File: src/rtl/stage_sequencer_pkg.sv
// ---------------------------------------------------------------------------
// stage_seq_pkg
// Shared constants for the stage sequencer: the control_op encodings, the
// position of the CONTROL stage in the one-hot stage vector, the offset added
// to NUM_FAULTS to form the watchdog cause, and a helper that sizes the cause
// field.
// ---------------------------------------------------------------------------
package stage_seq_pkg;

   // Operation chosen in CONTROL for the sequence that follows
   localparam logic [1:0] OP_TRAP   = 2'b00;
   localparam logic [1:0] OP_IRQ    = 2'b01;
   localparam logic [1:0] OP_HALT   = 2'b10;
   localparam logic [1:0] OP_NORMAL = 2'b11;

   // CONTROL is always bit 0 of the one-hot stage vector
   localparam int STAGE_CONTROL = 0;

   // The watchdog cause sits just above the external fault causes
   localparam int WD_CAUSE_OFFSET = 0;

   // Cause field must hold every fault index, the watchdog cause and irq indices
   function automatic int causeWidth(input int numFaults);
      return $clog2(numFaults + 2);
   endfunction

endpackage

File: src/rtl/stage_sequencer_if.sv
// ---------------------------------------------------------------------------
// stage_sequencer_if
// Bundles everything between the stage sequencer and the datapath.
//   Datapath -> sequencer : stage_done, stage_skip, fault_vec, irq,
//                           irq_enable, halt_req
//   Sequencer -> datapath : stage_active, control_op, cause, cause_is_irq,
//                           instret, halted, double_fault
// Modports:
//   master : the sequencer (drives stage enables and status)
//   slave  : the datapath / core side
// ---------------------------------------------------------------------------
interface stage_sequencer_if
   import stage_seq_pkg::*;
#(
   parameter int NUM_STAGES = 7,
   parameter int NUM_FAULTS = 4,
   parameter int NUM_IRQ    = 2
) ();

   localparam int CW = causeWidth(NUM_FAULTS);

   logic [NUM_STAGES-1:0] stage_done;
   logic [NUM_STAGES-1:0] stage_skip;
   logic [NUM_FAULTS-1:0] fault_vec;
   logic [NUM_IRQ-1:0]    irq;
   logic                  irq_enable;
   logic                  halt_req;

   logic [NUM_STAGES-1:0] stage_active;
   logic [1:0]            control_op;
   logic [CW-1:0]         cause;
   logic                  cause_is_irq;
   logic                  instret;
   logic                  halted;
   logic                  double_fault;

   modport master (
      input  stage_done, stage_skip, fault_vec, irq, irq_enable, halt_req,
      output stage_active, control_op, cause, cause_is_irq, instret, halted,
             double_fault
   );

   modport slave (
      output stage_done, stage_skip, fault_vec, irq, irq_enable, halt_req,
      input  stage_active, control_op, cause, cause_is_irq, instret, halted,
             double_fault
   );

endinterface

File: src/rtl/stage_sequencer_prio_enc.sv
// ---------------------------------------------------------------------------
// prio_enc
// Lowest-index-wins priority encoder.
//   req_i   : request vector
//   idx_o   : index of the lowest set request (0 when none)
//   valid_o : at least one request is set
// ---------------------------------------------------------------------------
module prio_enc #(
   parameter int WIDTH = 4,
   parameter int IDX_W = (WIDTH > 1) ? $clog2(WIDTH) : 1
) (
   input  logic [WIDTH-1:0] req_i,
   output logic [IDX_W-1:0] idx_o,
   output logic             valid_o
);

   // Scan from the top down so the lowest set bit is the last one written
   always_comb begin
      idx_o = '0;
      for (int i = WIDTH - 1; i >= 0; i--) begin
         if (req_i[i]) begin
            idx_o = IDX_W'(i);
         end
      end
   end

   assign valid_o = |req_i;

endmodule

File: src/rtl/stage_sequencer.sv
// ---------------------------------------------------------------------------
// stage_sequencer
// Multi-cycle stage sequencer. Walks a one-hot activation through NUM_STAGES
// stages, skipping post-decode stages on request, and picks the operation of
// each sequence (normal, trap, irq, halt) in the CONTROL stage.
//   clk   : clock
//   reset : synchronous, active-high
//   bus   : stage_sequencer_if.master (stage done/skip, faults, irqs, halt
//           request in; stage enables, op, cause and status flags out)
// All outputs are registered.
// ---------------------------------------------------------------------------
module stage_sequencer
   import stage_seq_pkg::*;
#(
   parameter int NUM_STAGES   = 7,
   parameter int DECODE_STAGE = 2,
   parameter int NUM_FAULTS   = 4,
   parameter int NUM_IRQ      = 2,
   parameter int TIMEOUT      = 1024
) (
   input  logic                 clk,
   input  logic                 reset,
   stage_sequencer_if.master    bus
);

   localparam int CW  = causeWidth(NUM_FAULTS);
   localparam int FIW = (NUM_FAULTS > 1) ? $clog2(NUM_FAULTS) : 1;
   localparam int IIW = (NUM_IRQ > 1) ? $clog2(NUM_IRQ) : 1;
   localparam int WDW = (TIMEOUT > 1) ? $clog2(TIMEOUT + 1) : 1;

   localparam logic [NUM_STAGES-1:0] ONEHOT_CONTROL = NUM_STAGES'(1) << STAGE_CONTROL;
   localparam logic [NUM_STAGES-1:0] ONEHOT_FIRST   = NUM_STAGES'(1) << (STAGE_CONTROL + 1);
   localparam logic [CW-1:0]         WD_CAUSE       = CW'(NUM_FAULTS + WD_CAUSE_OFFSET);

   logic [NUM_STAGES-1:0] stageActive_q, stageActive_d;
   logic [1:0]            controlOp_q, controlOp_d;
   logic [CW-1:0]         cause_q, cause_d;
   logic                  causeIsIrq_q, causeIsIrq_d;
   logic                  instret_q, instret_d;
   logic                  halted_q, halted_d;
   logic                  doubleFault_q, doubleFault_d;
   logic                  faultPend_q, faultPend_d;
   logic [CW-1:0]         faultCause_q, faultCause_d;
   logic [WDW-1:0]        wdCount_q, wdCount_d;

   logic [FIW-1:0]        faultIdx;
   logic                  faultValid;
   logic [IIW-1:0]        irqIdx;
   logic                  irqValid;

   logic                  inControl;
   logic                  activeDone;
   logic                  wdFire;
   logic                  anyFault;
   logic [CW-1:0]         faultCode;
   logic [NUM_STAGES-1:0] skipAllow;
   logic [NUM_STAGES-1:0] upperStages;
   logic [NUM_STAGES-1:0] aboveMask;
   logic [NUM_STAGES-1:0] candidates;
   logic [NUM_STAGES-1:0] nextStage;

   prio_enc #(.WIDTH(NUM_FAULTS), .IDX_W(FIW)) faultEnc (
      .req_i   (bus.fault_vec),
      .idx_o   (faultIdx),
      .valid_o (faultValid)
   );

   prio_enc #(.WIDTH(NUM_IRQ), .IDX_W(IIW)) irqEnc (
      .req_i   (bus.irq),
      .idx_o   (irqIdx),
      .valid_o (irqValid)
   );

   // Only stages strictly between decode and write-back may be skipped;
   // the skip bits for CONTROL, the front end and write-back are masked off.
   always_comb begin
      skipAllow = '0;
      for (int j = 0; j < NUM_STAGES; j++) begin
         skipAllow[j] = (j > DECODE_STAGE) && (j < NUM_STAGES - 1);
      end
   end

   // Next-stage search. For a one-hot current stage s, ~((s << 1) - 1) marks
   // every index above it (and is zero when s is write-back, because the
   // shift falls off the top). Removing skipped stages and isolating the
   // lowest remaining bit gives the next stage; zero means "back to CONTROL".
   always_comb begin
      upperStages = stageActive_q << 1;
      aboveMask   = ~(upperStages - NUM_STAGES'(1));
      candidates  = aboveMask & ~(bus.stage_skip & skipAllow);
      nextStage   = candidates & (~candidates + NUM_STAGES'(1));
   end

   // Fault detection outside CONTROL. The watchdog fires on the TIMEOUT-th
   // cycle of a stage, is treated like any other fault (so it wins over a
   // same-cycle done), and loses to an external fault for the cause index.
   always_comb begin
      inControl  = stageActive_q[STAGE_CONTROL];
      activeDone = |(bus.stage_done & stageActive_q);
      wdFire     = (TIMEOUT != 0) && !inControl && (wdCount_q == WDW'(TIMEOUT - 1));
      anyFault   = !inControl && (faultValid || wdFire);
      faultCode  = faultValid ? CW'(faultIdx) : WD_CAUSE;
   end

   // Main next-state logic. CONTROL picks the operation by priority
   // (pending fault, enabled irq, halt, normal) and always leaves for stage 1
   // unless halting. A double fault parks the sequencer in CONTROL with the
   // halt op until reset. Outside CONTROL a fault beats done, and a normal
   // sequence that finishes write-back raises instret for one cycle.
   always_comb begin
      stageActive_d = stageActive_q;
      controlOp_d   = controlOp_q;
      cause_d       = cause_q;
      causeIsIrq_d  = causeIsIrq_q;
      instret_d     = 1'b0;
      halted_d      = halted_q;
      doubleFault_d = doubleFault_q;
      faultPend_d   = faultPend_q;
      faultCause_d  = faultCause_q;
      wdCount_d     = '0;

      if (inControl) begin
         if (doubleFault_q) begin
            controlOp_d = OP_HALT;
            halted_d    = 1'b1;
         end else if (faultPend_q) begin
            controlOp_d   = OP_TRAP;
            cause_d       = faultCause_q;
            causeIsIrq_d  = 1'b0;
            faultPend_d   = 1'b0;
            halted_d      = 1'b0;
            stageActive_d = ONEHOT_FIRST;
         end else if (bus.irq_enable && irqValid) begin
            controlOp_d   = OP_IRQ;
            cause_d       = CW'(irqIdx);
            causeIsIrq_d  = 1'b1;
            halted_d      = 1'b0;
            stageActive_d = ONEHOT_FIRST;
         end else if (bus.halt_req) begin
            controlOp_d = OP_HALT;
            halted_d    = 1'b1;
         end else begin
            controlOp_d   = OP_NORMAL;
            cause_d       = '0;
            causeIsIrq_d  = 1'b0;
            halted_d      = 1'b0;
            stageActive_d = ONEHOT_FIRST;
         end
      end else if (anyFault) begin
         stageActive_d = ONEHOT_CONTROL;
         if (controlOp_q == OP_NORMAL) begin
            faultPend_d  = 1'b1;
            faultCause_d = faultCode;
         end else begin
            doubleFault_d = 1'b1;
            halted_d      = 1'b1;
            controlOp_d   = OP_HALT;
         end
      end else if (activeDone) begin
         if (nextStage == '0) begin
            stageActive_d = ONEHOT_CONTROL;
            instret_d     = (controlOp_q == OP_NORMAL);
         end else begin
            stageActive_d = nextStage;
         end
      end else begin
         wdCount_d = wdCount_q + WDW'(1);
      end
   end

   // State registers with synchronous reset; reset also drops a pending fault
   always_ff @(posedge clk) begin
      if (reset) begin
         stageActive_q <= ONEHOT_CONTROL;
         controlOp_q   <= OP_NORMAL;
         cause_q       <= '0;
         causeIsIrq_q  <= 1'b0;
         instret_q     <= 1'b0;
         halted_q      <= 1'b0;
         doubleFault_q <= 1'b0;
         faultPend_q   <= 1'b0;
         faultCause_q  <= '0;
         wdCount_q     <= '0;
      end else begin
         stageActive_q <= stageActive_d;
         controlOp_q   <= controlOp_d;
         cause_q       <= cause_d;
         causeIsIrq_q  <= causeIsIrq_d;
         instret_q     <= instret_d;
         halted_q      <= halted_d;
         doubleFault_q <= doubleFault_d;
         faultPend_q   <= faultPend_d;
         faultCause_q  <= faultCause_d;
         wdCount_q     <= wdCount_d;
      end
   end

   assign bus.stage_active = stageActive_q;
   assign bus.control_op   = controlOp_q;
   assign bus.cause        = cause_q;
   assign bus.cause_is_irq = causeIsIrq_q;
   assign bus.instret      = instret_q;
   assign bus.halted       = halted_q;
   assign bus.double_fault = doubleFault_q;

endmodule
File: src/flat_wrapper.sv
// flat-port wrapper written by rule: the top's interface ports become plain ports
module stage_sequencer_flat import stage_seq_pkg::*;
#(
   parameter int NUM_STAGES   = 7,
   parameter int DECODE_STAGE = 2,
   parameter int NUM_FAULTS   = 4,
   parameter int NUM_IRQ      = 2,
   parameter int TIMEOUT      = 1024
)
  (clk, reset, bus_stage_done, bus_stage_skip, bus_fault_vec, bus_irq, bus_irq_enable, bus_halt_req, bus_stage_active, bus_control_op, bus_cause, bus_cause_is_irq, bus_instret, bus_halted, bus_double_fault);
  stage_sequencer_if #(.NUM_STAGES(NUM_STAGES), .NUM_FAULTS(NUM_FAULTS), .NUM_IRQ(NUM_IRQ)) bus_i ();
  input  logic clk;
  input  logic reset;
  input wire logic [$bits(bus_i.stage_done)-1:0] bus_stage_done;
  input wire logic [$bits(bus_i.stage_skip)-1:0] bus_stage_skip;
  input wire logic [$bits(bus_i.fault_vec)-1:0] bus_fault_vec;
  input wire logic [$bits(bus_i.irq)-1:0] bus_irq;
  input wire logic [$bits(bus_i.irq_enable)-1:0] bus_irq_enable;
  input wire logic [$bits(bus_i.halt_req)-1:0] bus_halt_req;
  output wire logic [$bits(bus_i.stage_active)-1:0] bus_stage_active;
  output wire logic [$bits(bus_i.control_op)-1:0] bus_control_op;
  output wire logic [$bits(bus_i.cause)-1:0] bus_cause;
  output wire logic [$bits(bus_i.cause_is_irq)-1:0] bus_cause_is_irq;
  output wire logic [$bits(bus_i.instret)-1:0] bus_instret;
  output wire logic [$bits(bus_i.halted)-1:0] bus_halted;
  output wire logic [$bits(bus_i.double_fault)-1:0] bus_double_fault;
  assign bus_i.stage_done = bus_stage_done;
  assign bus_i.stage_skip = bus_stage_skip;
  assign bus_i.fault_vec = bus_fault_vec;
  assign bus_i.irq = bus_irq;
  assign bus_i.irq_enable = bus_irq_enable;
  assign bus_i.halt_req = bus_halt_req;
  assign bus_stage_active = bus_i.stage_active;
  assign bus_control_op = bus_i.control_op;
  assign bus_cause = bus_i.cause;
  assign bus_cause_is_irq = bus_i.cause_is_irq;
  assign bus_instret = bus_i.instret;
  assign bus_halted = bus_i.halted;
  assign bus_double_fault = bus_i.double_fault;
  stage_sequencer #(.NUM_STAGES(NUM_STAGES), .DECODE_STAGE(DECODE_STAGE), .NUM_FAULTS(NUM_FAULTS), .NUM_IRQ(NUM_IRQ), .TIMEOUT(TIMEOUT)) u_core (.clk(clk), .reset(reset), .bus(bus_i));
endmodule
File: config.mk
export PLATFORM = sky130hd
export DESIGN_NAME = stage_sequencer_flat
export DESIGN_NICKNAME = d
export VERILOG_FILES = /design/src/rtl/stage_sequencer_pkg.sv /design/src/rtl/stage_sequencer_if.sv /design/src/rtl/stage_sequencer_prio_enc.sv /design/src/rtl/stage_sequencer.sv /design/src/flat_wrapper.sv
export SDC_FILE = /design/constraint.sdc
export NUM_CORES = 1
export LEC_CHECK = 0
export ABC_AREA = 0
export ABC_CLOCK_PERIOD_IN_PS = 1700
export BUFFER_PORTS_ARGS = -buffer_cell sky130_fd_sc_hd__buf_2
export CAP_MARGIN = 20
export CORE_UTILIZATION = 46
export CTS_CLUSTER_SIZE = 24
export DETAILED_ROUTE_END_ITERATION = 12
export PLACE_DENSITY = 0.74
export SYNTH_ARGS = -nofsm -noshare
export SYNTH_HDL_FRONTEND = slang
export SYNTH_SLANG_ARGS = --single-unit
File: constraint.sdc
create_clock -name clk -period 1.7 [get_ports clk]
set_input_delay 0.255 -clock clk [delete_from_list [all_inputs] [get_ports clk]]
set_output_delay 0.255 -clock clk [all_outputs]
set_load 0.01 [all_outputs]
Yosys cells after proc, flatten, opt, wreduce, memory -nomap -nowiden
Cells that the tools add are included.
Widths: inputs -> output; s select.
- bits in registers: 31
- input bits: 24
- output and inout bits: 16
- logic and storage cells: 90
- add/sub/neg operators: 3
- equal/unequal tests: 6
- multiplexer cells: 39
- bitwise logic cells: 11
- reduce and logical (&&, ||, !) cells: 20
- operators by type and width (operator ; number):
    $mux 7 ; 8
    $and 7x7->7 ; 3
    $mux 2 ; 10
    $mux 1 ; 17
    $reduce_and 3->1 ; 5
    $not 7->7 ; 2
    $mux 3 ; 4
    $add 11x1->11 const B ; 1
    $eq 11x10->1 const B ; 1
    $reduce_or 10->1 ; 1
    $add 7x1->7 const B ; 1
    $logic_not 7->1 ; 1
    $not 6->7 ; 1
    $reduce_or 7->1 ; 1
    $sub 7x1->7 const B ; 1
    $not 1->1 ; 5
    $reduce_or 5->1 ; 1
    $ne 4x4->1 const B ; 1
    $reduce_bool 2->1 ; 2
    $reduce_or 4->1 ; 1
    $logic_and 1x1->1 ; 3
    $ne 3x1->1 const B ; 1
    $reduce_bool 3->1 ; 1
    $eq 2x2->1 const B ; 1
    6 further kinds ; 6

Depth between registers and ports, before layout
Gate-level depths: netlist of run 1.
- depth after elaboration: 11
- gate-level depth with buffers: 8
- mapped depth without buffers: 7

Hierarchy
From an unflattened synthesis of run 1, not the netlist that was laid out.
- cell total of the unflattened synthesis: 176
- area total of the unflattened synthesis: 1552.7 µm²
- by module, submodules not included (module ; times used ; cells an instance ; area an instance (µm²)):
    stage_sequencer ; 1 ; 167 ; 1505.2
    prio_enc (u_core.faultEnc) ; 1 ; 7 ; 35.0
    prio_enc (u_core.irqEnc) ; 1 ; 2 ; 12.5

Worst setup path before layout of run 1
No wires, ideal clock.
- path kind: reg-to-reg
- from: register u_core.wdCount_q[0]
- to: register u_core.stageActive_q[3] (netlist: u_core.bus.stage_active[3])
- arrival time: 1.781 ns
- slack: -0.199 ns
- stages on the path, launching flop included: 8
- clock period less this slack: 1.899 ns
- cells stage by stage: dfxtp_1 ha_1 nand3_2 or4_1 buf_2 nand2_1 nor3_2 a32o_1
- cells in the longest elaborated chain, start to end: 6
- RTL lines (item ; line ; text):
    start, declared ; stage_sequencer.sv:44 ; logic [WDW-1:0] wdCount_q, wdCount_d;
    start signal, assigned ; stage_sequencer.sv:194 ; wdCount_q <= wdCount_d;
    $eq 11x10->1 * ; stage_sequencer.sv:100 ; wdFire = (TIMEOUT != 0) && !inControl && (wdCount_q == WDW'(TIMEOUT - 1));
    $logic_and 1x1->1 * ; stage_sequencer.sv:100 ;
    $logic_or 1x1->1 * ; stage_sequencer.sv:101 ; anyFault = !inControl && (faultValid || wdFire);
    $logic_and 1x1->1 * ; stage_sequencer.sv:101 ;
    $reduce_bool 3->1 (no source line) or $mux 7 (tied branches) ; - ;
    $reduce_and 3->1 (no source line) or $mux 7 (tied branches) ; - ;
    end signal, assigned ; stage_sequencer.sv:185 ; stageActive_q <= stageActive_d;
    end, declared ; stage_sequencer.sv:35 ; logic [NUM_STAGES-1:0] stageActive_q, stageActive_d;
Every way passes the cells marked *; elsewhere a longest branch is shown, timed or not.
A chain may end at the register's enable or synchronous reset.

Worst setup path in the final report of run 1
- from: register u_core.stageActive_q[1] (netlist: u_core.bus.stage_active[1])
- to: register u_core.stageActive_q[2] (netlist: u_core.bus.stage_active[2])
- cells in the longest elaborated chain, start to end: 11
- RTL lines (item ; line ; text):
    $sub 7x1->7 ; stage_sequencer.sv:89 ; aboveMask = ~(upperStages - NUM_STAGES'(1));
    $not 7->7 ; stage_sequencer.sv:89 ;
    $and 7x7->7 ; stage_sequencer.sv:90 ; candidates = aboveMask & ~(bus.stage_skip & skipAllow);
    $not 7->7 ; stage_sequencer.sv:91 ; nextStage = candidates & (~candidates + NUM_STAGES'(1));
    $add 7x1->7 ; stage_sequencer.sv:91 ;
    $and 7x7->7 ; stage_sequencer.sv:91 ;
    $logic_not 7->1 ; stage_sequencer.sv:160 ; if (nextStage == '0) begin
    $mux 7 ; stage_sequencer.sv:160 ;
    $mux 7 ; stage_sequencer.sv:159 ; end else if (activeDone) begin
    $mux 7 ; stage_sequencer.sv:149 ; end else if (anyFault) begin
    $mux 7 ; stage_sequencer.sv:122 ; if (inControl) begin
Several ways; a longest one is shown, not always the timed one. The select of a mux whose other input is x is not followed.

==> impl_results.md, run 1 <==
- Post-synth top area cell: dfxtp_1
- Sequential area share after synthesis: 0.4130
- Top cell type's share of synthesized area: 0.4130
- Non-filler instance count after layout: 291
- Hold Path Class: in2reg
- RR Startpoint: u_core.bus.stage_active[1]$_SDFFE_PP0P_
- Fill cells: 240
- Post-layout minimum cycle time: 1.755 ns
- Fmax: 0.5698 GHz
- Max clock buf depth: 2
- Register-to-register setup slack: -0.06 ns
- Mapped Avg Cell Area: 8.538 um^2
- Worst-path clk slew: 0.10 ns
- Final #Nets: 275
- Max-slew violation count: 0
- Fraction of registers with async set/reset: 0
- Synth Net Count: 204
- Max_slew headroom: 0.6831
- Layout cells sized above 1: 0.4332
- Worst EP required: 1.96 ns
- DR WL/cell: 14.46 um
- Largest net degree at the start of global routing: 17
- Clock sink count: 31
- Hold depth: 2
- Crit path from: u_core.bus.stage_active[1]$_SDFFE_PP0P_
- VDD IR max: 0.5809 mV
- Die area: 0.003499 mm^2
- Cts hold-fix bufs: 0
- Total grt overflow: 0
- Synth top area cells: dfxtp_1 (41%), nor2_1 (6.5%), a21oi_1 (3.7%)
- Antenna violations before repair: 0
- Hold slack final: 0.1576 ns
- Reg2reg end: u_core.bus.stage_active[2]$_SDFFE_PP0P_
- Clk Latency, worst-skew pair: 0.33 ns
- First-pass GRT wire length: 6582 um
- Post-Route WL: 4209 um
- Critical Path Sink Type: register
- #FFs+latches synth: 31
- Vias/cell: 5.423
- Core Util, Final: 0.7134
- Fin crit share: 1.032
- Global-route usage over all layers: 0.2575
- CTS H-tree depth: 2
- CTS tree: built
- Placer Congestion: 0.8813
- DR iter-0 viols: 56
- Max Clock Skew: 0.004814 ns
- Final Hold Fails: 0
- Clock root buffer: clkbuf_4
- Setup WS post-layout: -0.05504 ns
- Status: finished with violations
- Critical path arrival: 2.02 ns
- CP max FO: 5
- Leakage power: 0.9038 nW
- Initial Util: 0.4882
- Synth Instances: 176
- Area Growth Syn to Fin: 46.13%
- Design Power: 1.729 mW
- Residual DRC: 0
- Mapped cell area: 0.001503 mm^2
- Synth Flop Type: dfxtp_1
- Min-Delay Startpoint: bus_fault_vec[0]
- Yosys warning total: 0
- Vias post-DR: 1578
- Reg2Reg Depth: 7
- TritonCTS Buffers: 5
- Final antenna-violating net count: 0
- Hpwl dp: 3006 um
- Diodes inserted: 0
- Post-synth EDFFs: 0
- RSZ-0062 raised after global routing: true
- Port bufs: 35
- Yosys cell types: 40
- Core box area: 0.003078 mm^2
- Slew @ Worst Pin: 0.4710 ns
- Dpl cells: 281
- Crit Path Category: reg2reg
- Pwr dens: 787.2 mW/mm^2
- Die height: 59.16 um
- Vias in the first global route: 1498
- Setup-failing EPs final: 9
- Failing checks: setup timing
- CP Capture Point: u_core.bus.stage_active[2]$_SDFFE_PP0P_
- Critical Path Source Type: register
- Chip Width: 59.16 um
- Row count: 20
- Pre-antenna DRT Iters: 4
- Ports: 40
- Total of max-cap violations: 0
-- registers in the layout, summed over array words and instances, names as in the netlist --
name and count:
u_core.faultCause_q 3, u_core.bus.control_op 2, u_core.bus.instret 1, u_core.bus.cause_is_irq 1, u_core.bus.double_fault 1, u_core.bus.stage_active 7
u_core.bus.cause 3, u_core.wdCount_q 11, u_core.bus.halted 1, u_core.faultPend_q 1
-- critical path: stages (launching register included) --
cell and delay, ns:
dfxtp_4 0.38, buf_4 0.14, a222oi_1 0.31, and3_4 0.27, buf_6 0.11, nand4_1 0.14
nand2_2 0.15, a22o_1 0.17
-- synth_stat cells, types with 2 or more instances --
library cell  instances
mux2i_1               3
nor2_1               26
clkbuf_1              3
nor3_1                4
buf_2                 3
a22o_1                3
nor4bb_1              2
and3_1                3
ha_1                  4
a21oi_1              11
nor4_1                5
xnor2_1               6
inv_1                 7
or4_1                 2
nor2b_1               5
nand2_1              13
nor3b_1               2
a22oi_1               3
o21ai_0               8
dfxtp_1              31
xor2_1                3
nand2b_1              2
nand3_1              10
-- final cells by class --
type | count | area [um^2] | share of cell area
Tap cell | 44 | 55.05 | 0.02507
Multi-Input combinational cell | 132 | 974.7 | 0.4439
Clock inverter | 1 | 5.005 | 0.002279
Clock buffer | 6 | 51.30 | 0.02336
Timing Repair Buffer | 70 | 445.4 | 0.2028
Sequential cell | 31 | 633.1 | 0.2883
Inverter | 7 | 31.28 | 0.01424
-- metrics by stage --
step                       TNS [ns]  area, um^2  setup slack [ns]
after global routing         -1.135        2196           -0.1315
after CTS                  -0.02517        2073          -0.02517
after global placement      -0.2350        1973          -0.05461
after floorplan           -0.007406        1541         -0.007406
final                       -0.1647        2196          -0.05504
after detailed placement    -0.8494        1973           -0.1378
-- per-layer routing --
layer  wire length (um)  GRT usage
met1               1729     0.2921
met2               2169     0.4383
met3                231    0.08297
met4                 79     0.1190
met5                  0          0
-- repair_timing --
item | in CTS | in global routing
setup endpoints to repair | 10 | 23
resized for setup | 11 | 21
pin swaps | 2 | 9
buffers inserted | 0 | 3
-- how the worst min path moves through the flow --
| stage | to | slack, ns |
|---|---|---|
| 6_report | u_core.faultCause_q[0]$_SDFFE_PP0P_ | 0.16 |
| 5_1_grt | u_core.faultCause_q[0]$_SDFFE_PP0P_ | 0.15 |
| 4_1_cts | u_core.faultCause_q[0]$_SDFFE_PP0P_ | 0.15 |
| 3_5_place_dp | u_core.bus.cause[1]$_SDFFE_PP0P_ | 0.45 |
| 3_3_place_gp | u_core.bus.cause[1]$_SDFFE_PP0P_ | 0.44 |
| 2_1_floorplan | u_core.faultCause_q[0]$_SDFFE_PP0P_ | 0.36 |
-- cells in the final DEF, fill, tap and decap left out, drive strengths merged, types with 6 or more instances in the layout --
cell	Yosys	routed
o21ai	8	8
a21oi	11	11
inv	7	7
clkbuf	3	6
nand3	11	11
nand2	13	13
nor2	26	26
dfxtp	31	31
buf	3	70
xnor2	6	6
-- where the power goes --
part	internal [mW]	total [mW]	switching, mW
sequential	0.766	0.809	0.0431
clock	0.191	0.437	0.246
combinational	0.233	0.483	0.249
total	1.19	1.73	0.538
-- kinds of logic (layout without fill, tap and decap cells) --
family,after synthesis,count (layout),synth area share
flip-flops,31,31,0.4130
buffers and inverters,13,84,0.03497
XOR/XNOR,9,9,0.05246
adder cells (fa/ha/maj),4,4,0.03331
multiplexers,3,3,0.01998
AND/OR/NAND/NOR,80,80,0.2756
AO/OA/AOI/OAI,36,36,0.1707
Note: power is estimated with default switching activity, not from simulation.
==> run 2: changes to the inputs <==
--- a/config.mk
+++ b/config.mk
@@ -13,6 +13,7 @@
 export CTS_CLUSTER_SIZE = 24
 export DETAILED_ROUTE_END_ITERATION = 12
 export PLACE_DENSITY = 0.74
+export SETUP_SLACK_MARGIN = 0.15
 export SYNTH_ARGS = -nofsm -noshare
 export SYNTH_HDL_FRONTEND = slang
 export SYNTH_SLANG_ARGS = --single-unit
==> impl_results.md, run 2 (synthesis results as in run 1) <==
- Post-layout minimum cycle time: 1.790 ns (+0.03528 ns)
- Slowest CP cell: a2111oi_1
- Clock root buffer: clkbuf_4
- CP peak stage delay: 0.39 ns (about the same)
- Leakage power: 0.9083 nW (+0.49%)
- Register Area: 635.6 um^2 (+0.40%)
- Final #Nets: 272 (-1.1%)
- Hold Path Class: in2reg
- Dpl cell area: 0.001971 mm^2 (-0.13%)
- Register-to-register setup slack: -0.09 ns (-0.04 ns)
- DR WL/cell: 12.66 um (-12%)
- Worst path bufs/invs: 1 (-1)
- Placer Congestion: 0.8971 (+1.8%)
- Status: finished with violations
- Dpl cells: 274 (-2.5%)
- Setup WS post-layout: -0.09032 ns (-0.03528 ns)
- Slew @ Worst Pin: 0.3846 ns (-0.08639 ns)
- Most common cell after layout, fill and taps aside: buf_2
- CTS H-tree depth: 2 (unchanged)
- Largest register by flop count: u_core.wdCount_q
- Reg2reg end: u_core.bus.instret$_SDFF_PP0_
- Row count: 20 (unchanged)
- Setup TNS: -0.1750 ns (-0.01024 ns)
- Critical path arrival: 2.04 ns (+0.02 ns)
- Vias in the first global route: 1426 (-4.8%)
- Worst EP required: 1.95 ns (about the same)
- Top Family by Delay on Critical Path: simple AND/OR/NAND/NOR gates
- Clock sink count: 31 (unchanged)
- VDD IR max: 0.5397 mV (-7.1%)
- Vias post-DR: 1525 (-3.4%)
- Diodes inserted: 0 (unchanged)
- Worst slack, placed: -0.1105 ns (+0.02739 ns)
- Cts hold-fix bufs: 0 (unchanged)
- Initial Util: 0.4882 (unchanged)
- Fin crit share: 1.053 (+0.02075)
- Post-Route WL: 3660 um (-13%)
- RSZ-0062 raised after global routing: true
- Residual DRC: 0 (unchanged)
- Hold slack final: 0.1841 ns (+0.02651 ns)
- RR Startpoint: u_core.bus.stage_active[1]$_SDFFE_PP0P_
- Ports: 40 (unchanged)
- Max clock buf depth: 2 (unchanged)
- Clk Latency, worst-skew pair: 0.33 ns (about the same)
- Final antenna-violating net count: 0 (unchanged)
- Layout cells sized above 1: 0.4122 (-0.02095)
- Core box area: 0.003078 mm^2 (unchanged)
- Reg2Reg Depth: 7 (unchanged)
- Pwr dens: 804.3 mW/mm^2 (+2.2%)
- Failing checks: setup timing
- Max_slew headroom: 0.7429 (+0.05984)
- Non-filler instance count after layout: 289 (-0.69%)
- Core Util, Final: 0.7069 (-0.006504)
- Design area: 0.002176 mm^2 (-0.91%)
- Worst-path clk slew: 0.09 ns (about the same)
- Crit-path cells: inv_1, ha_4, xor2_2, nor2_2, a2111oi_1, nand4bb_1, nor4_2
- Critical Path Sink Type: register
- Global-route usage over all layers: 0.2285 (-0.02897)
- First-pass GRT wire length: 5975 um (-9.2%)
- Area of the multi-input gates: 942.2 um^2 (-3.3%)
- CTS tree: built
- Hold depth: 2 (unchanged)
- Pre-antenna DRT Iters: 4 (unchanged)
- Min-Delay Startpoint: bus_fault_vec[0]
- Number of flip-flops under the largest register name: 11 (unchanged)
- Largest net degree at the start of global routing: 17 (unchanged)
- Max Clock Skew: 0.001565 ns (-0.003249 ns)
- Antenna violations before repair: 0 (unchanged)
- Vias/cell: 5.277 (-2.7%)
- Max-slew violation count: 0 (unchanged)
- Design Power: 1.750 mW (+1.2%)
- Setup-failing EPs final: 4 (-5)
- Commonest non-fill, non-tap cells in the layout: buf_2 (35), buf_4 (27), dfxtp_1 (25)
- Final Hold Fails: 0 (unchanged)
- Fmax: 0.5586 GHz (-2.0%)
- Crit Path Category: reg2reg
- Die height: 59.16 um (unchanged)
- Total grt overflow: 0 (unchanged)
- Port bufs: 35 (unchanged)
- Critical Path Source Type: register
- CP max FO: 4 (-1)
- TritonCTS Buffers: 5 (unchanged)
- Area Growth Syn to Fin: 44.80%
- Crit path from: u_core.bus.stage_active[1]$_SDFFE_PP0P_
- Chip Width: 59.16 um (unchanged)
- Fill cells: 249 (+3.8%)
- Worst hold path endpoint: u_core.faultCause_q[0]$_SDFFE_PP0P_
- Total of max-cap violations: 0 (unchanged)
- Die area: 0.003499 mm^2 (unchanged)
- Hpwl dp: 2639 um (-12%)
- DR iter-0 viols: 66 (+18%)
==> run 2: area by class of cell <==
type | count | share of cell area
clock buffer | 8 | 0.03163
inverter | 7 | 0.01438
multi-input combinational | 132 | 0.4330
sequential | 31 | 0.2921
tap | 44 | 0.02530
timing repair buffer | 67 | 0.2036
==> run 2: where the power goes <==
group / internal (mW) / switching [mW] / total (mW)
sequential: 0.764 / 0.0393 / 0.803
clock: 0.243 / 0.241 / 0.484
combinational: 0.235 / 0.228 / 0.463
total: 1.24 / 0.509 / 1.75
==> run 2: metal layers <==
metal	global-route usage	part of all wire
met2	0.4075	0.51
met4	0.09524	0.016
met1	0.2571	0.43
met5	0	0
met3	0.05895	0.040
==> run 2: worst max path at each step <==
stage	endpoint	slack, ns	cells after the start
6_report	u_core.bus.instret$_SDFF_PP0_	-0.09	7
5_1_grt	u_core.bus.instret$_SDFF_PP0_	-0.13	7
4_1_cts	u_core.bus.stage_active[0]$_SDFF_PP1_	-0.04	6
3_5_place_dp	u_core.bus.stage_active[3]$_SDFFE_PP0P_	-0.11	6
3_3_place_gp	u_core.bus.stage_active[3]$_SDFFE_PP0P_	-0.03	6
2_1_floorplan	u_core.faultCause_q[0]$_SDFFE_PP0P_	0.03	6
==> run 2: what timing repair did <==
item                       4_1_cts  5_1_grt
cloned                           0        0
pin swaps                        5        3
buffers inserted                 5        2
setup endpoints to repair       24       26
gates resized for setup         13        9
==> run 2: worst register-to-register path, cell delays in order, from the launching register on <==
cell	delay, ns
dfxtp_4	0.37
inv_1	0.10
ha_4	0.16
xor2_2	0.18
nor2_2	0.08
a2111oi_1	0.39
nand4bb_1	0.25
nor4_2	0.19
==> run 3: changes to the inputs <==
--- a/config.mk
+++ b/config.mk
@@ -12,7 +12,7 @@
 export CORE_UTILIZATION = 46
 export CTS_CLUSTER_SIZE = 24
 export DETAILED_ROUTE_END_ITERATION = 12
-export PLACE_DENSITY = 0.74
+export PLACE_DENSITY = 0.86
 export SETUP_SLACK_MARGIN = 0.15
 export SYNTH_ARGS = -nofsm -noshare
 export SYNTH_HDL_FRONTEND = slang
==> impl_results.md, run 3 (synthesis results as in run 1) <==
- RSZ-0062 raised after global routing: true
- Leakage power: 0.9037 nW (-0.50%)
- Core box area: 0.003078 mm^2 (unchanged)
- Placer Congestion: 0.8901 (-0.78%)
- Commonest non-fill, non-tap cells in the layout: buf_2 (36), buf_4 (31), dfxtp_1 (24)
- Reg2reg end: u_core.wdCount_q[10]$_SDFF_PP0_
- Hold Path Class: in2reg
- Slowest CP cell: dfxtp_2
- Design area: 0.002195 mm^2 (+0.86%)
- Chip Width: 59.16 um (unchanged)
- Vias post-DR: 1565 (+2.6%)
- CP Capture Point: u_core.wdCount_q[10]$_SDFF_PP0_
- Reg2Reg Depth: 7 (unchanged)
- Max-slew violation count: 0 (unchanged)
- Post-layout minimum cycle time: 1.809 ns (+0.01854 ns)
- CP max FO: 6 (+2)
- Max_slew headroom: 0.7610 (+0.01804)
- Residual DRC: 0 (unchanged)
- TritonCTS Buffers: 5 (unchanged)
- Critical Path Source Type: register
- Area of the multi-input gates: 980.9 um^2 (+4.1%)
- Critical Path Sink Type: register
- Most common cell after layout, fill and taps aside: buf_2
- Total grt overflow: 0 (unchanged)
- Vias in the first global route: 1382 (-3.1%)
- Fmax: 0.5528 GHz (-1.0%)
- CTS tree: built
- Largest register by flop count: u_core.wdCount_q
- Slew @ Worst Pin: 0.3586 ns (-0.02608 ns)
- Fin crit share: 1.064 (+0.01091)
- First-pass GRT wire length: 5982 um (+0.12%)
- Hpwl dp: 2644 um (+0.20%)
- Max Clock Skew: 0.01956 ns (+0.01800 ns)
- Top cell by count, worst path: buf_6
- Design Power: 1.732 mW (-1.0%)
- Largest net degree at the start of global routing: 17 (unchanged)
- Crit Path Category: reg2reg
- Pwr dens: 789.3 mW/mm^2 (-1.9%)
- Final antenna-violating net count: 0 (unchanged)
- Port bufs: 35 (unchanged)
- Layout cells sized above 1: 0.4534 (+0.04120)
- Pre-antenna DRT Iters: 4 (unchanged)
- Ports: 40 (unchanged)
- Global-route usage over all layers: 0.2315 (+0.002984)
- Non-filler instance count after layout: 291 (+0.69%)
- Diodes inserted: 0 (unchanged)
- Clock sink count: 31 (unchanged)
- Area Growth Syn to Fin: 46.04%
- Dpl cells: 279 (+1.8%)
- CP peak stage delay: 0.35 ns (-0.04 ns)
- Register Area: 631.9 um^2 (-0.59%)
- Final Hold Fails: 0 (unchanged)
- Setup TNS: -1.266 ns (-1.091 ns)
- Hold slack final: 0.2192 ns (+0.03507 ns)
- Initial Util: 0.4882 (unchanged)
- Vias/cell: 5.378 (+1.9%)
- Row count: 20 (unchanged)
- Setup-failing EPs final: 18 (+14)
- Total of max-cap violations: 0 (unchanged)
- Critical path arrival: 2.07 ns (+0.03 ns)
- VDD IR max: 0.4441 mV (-18%)
- Register-to-register setup slack: -0.11 ns (-0.02 ns)
- CTS H-tree depth: 2 (unchanged)
- RR Startpoint: u_core.bus.stage_active[1]$_SDFFE_PP0P_
- Clk Latency, worst-skew pair: 0.34 ns (about the same)
- Worst-path clk slew: 0.11 ns (+0.02 ns)
- Crit-path cells: buf_4, a222oi_1, and3_1, buf_6, nand4_1, buf_6, a21oi_1
- Crit path from: u_core.bus.stage_active[1]$_SDFFE_PP0P_
- Clock root buffer: clkbuf_4
- Die area: 0.003499 mm^2 (unchanged)
- Post-Route WL: 3882 um (+6.1%)
- Status: finished with violations
- Antenna violations before repair: 0 (unchanged)
- DR WL/cell: 13.34 um (+5.3%)
- Cts hold-fix bufs: 0 (unchanged)
- DR iter-0 viols: 89 (+35%)
- Setup WS post-layout: -0.1089 ns (-0.01854 ns)
- Fill cells: 228 (-8.4%)
- Dpl cell area: 0.001996 mm^2 (+1.3%)
- Max clock buf depth: 2 (unchanged)
- Final #Nets: 274 (+0.74%)
- Number of flip-flops under the largest register name: 11 (unchanged)
- Worst EP required: 1.96 ns (about the same)
- Die height: 59.16 um (unchanged)
- Failing checks: setup timing
==> run 3: repair_timing <==
action | 4_1_cts | 5_1_grt
endpoints found under the setup margin | 23 | 27
cloned | 0 | 1
setup buffers | 2 | 1
gates resized for setup | 15 | 12
pin swaps | 5 | 7
==> run 3: report_power, final <==
group / internal [mW] / leakage (nW) / switching, mW
clock network: 0.200 / 0.0353 / 0.250
registers: 0.764 / 0.255 / 0.0355
logic: 0.236 / 0.614 / 0.246
==> run 3: worst min path at each step <==
stage	cells past startpoint	start	slack, ns	end
after floorplan	1	bus_fault_vec[0]	0.36	u_core.faultCause_q[0]$_SDFFE_PP0P_
after global placement	2	u_core.bus.cause[1]$_SDFFE_PP0P_	0.44	u_core.bus.cause[1]$_SDFFE_PP0P_
after detailed placement	1	u_core.wdCount_q[0]$_SDFF_PP0_	0.45	u_core.wdCount_q[0]$_SDFF_PP0_
after CTS	3	bus_fault_vec[0]	0.21	u_core.faultCause_q[0]$_SDFFE_PP0P_
after global routing	3	bus_fault_vec[0]	0.22	u_core.faultCause_q[0]$_SDFFE_PP0P_
final	3	bus_fault_vec[0]	0.22	u_core.faultCause_q[0]$_SDFFE_PP0P_
==> run 3: area by class of cell <==
type,count,area share
clock buffers,7,0.02509
clock inverters,1,0.002281
inverters,7,0.01425
multi-input cells,132,0.4470
flip-flops and latches,31,0.2879
well taps,44,0.02509
repair buffers,69,0.1984
==> run 3: worst max-delay path, delay by kind of cell (launching register included) <==
family	cells	cell delay, ns
and+or+nand+nor	2	0.48
buffers and inverters	3	0.46
AOI/OAI and AO/OA	2	0.43
DFF	1	0.35
==> run 3: stage by stage <==
stage               utilization  worst slack [ns]
global route             0.7130           -0.1548
CTS                      0.6919          0.006456
detailed placement       0.6484           -0.1165
finish                   0.7130           -0.1089
global placement         0.6484          -0.06270
floorplan                     -           0.02696
==> run 3: layer usage <==
layer	vias up	wire length (um)	part of all wire	global-route usage
li1	771	-	-	-
met1	733	1686	0.43	0.2851
met2	52	1913	0.49	0.3782
met3	9	198	0.051	0.04803
met4	0	82	0.021	0.1259
met5	-	0	0	0
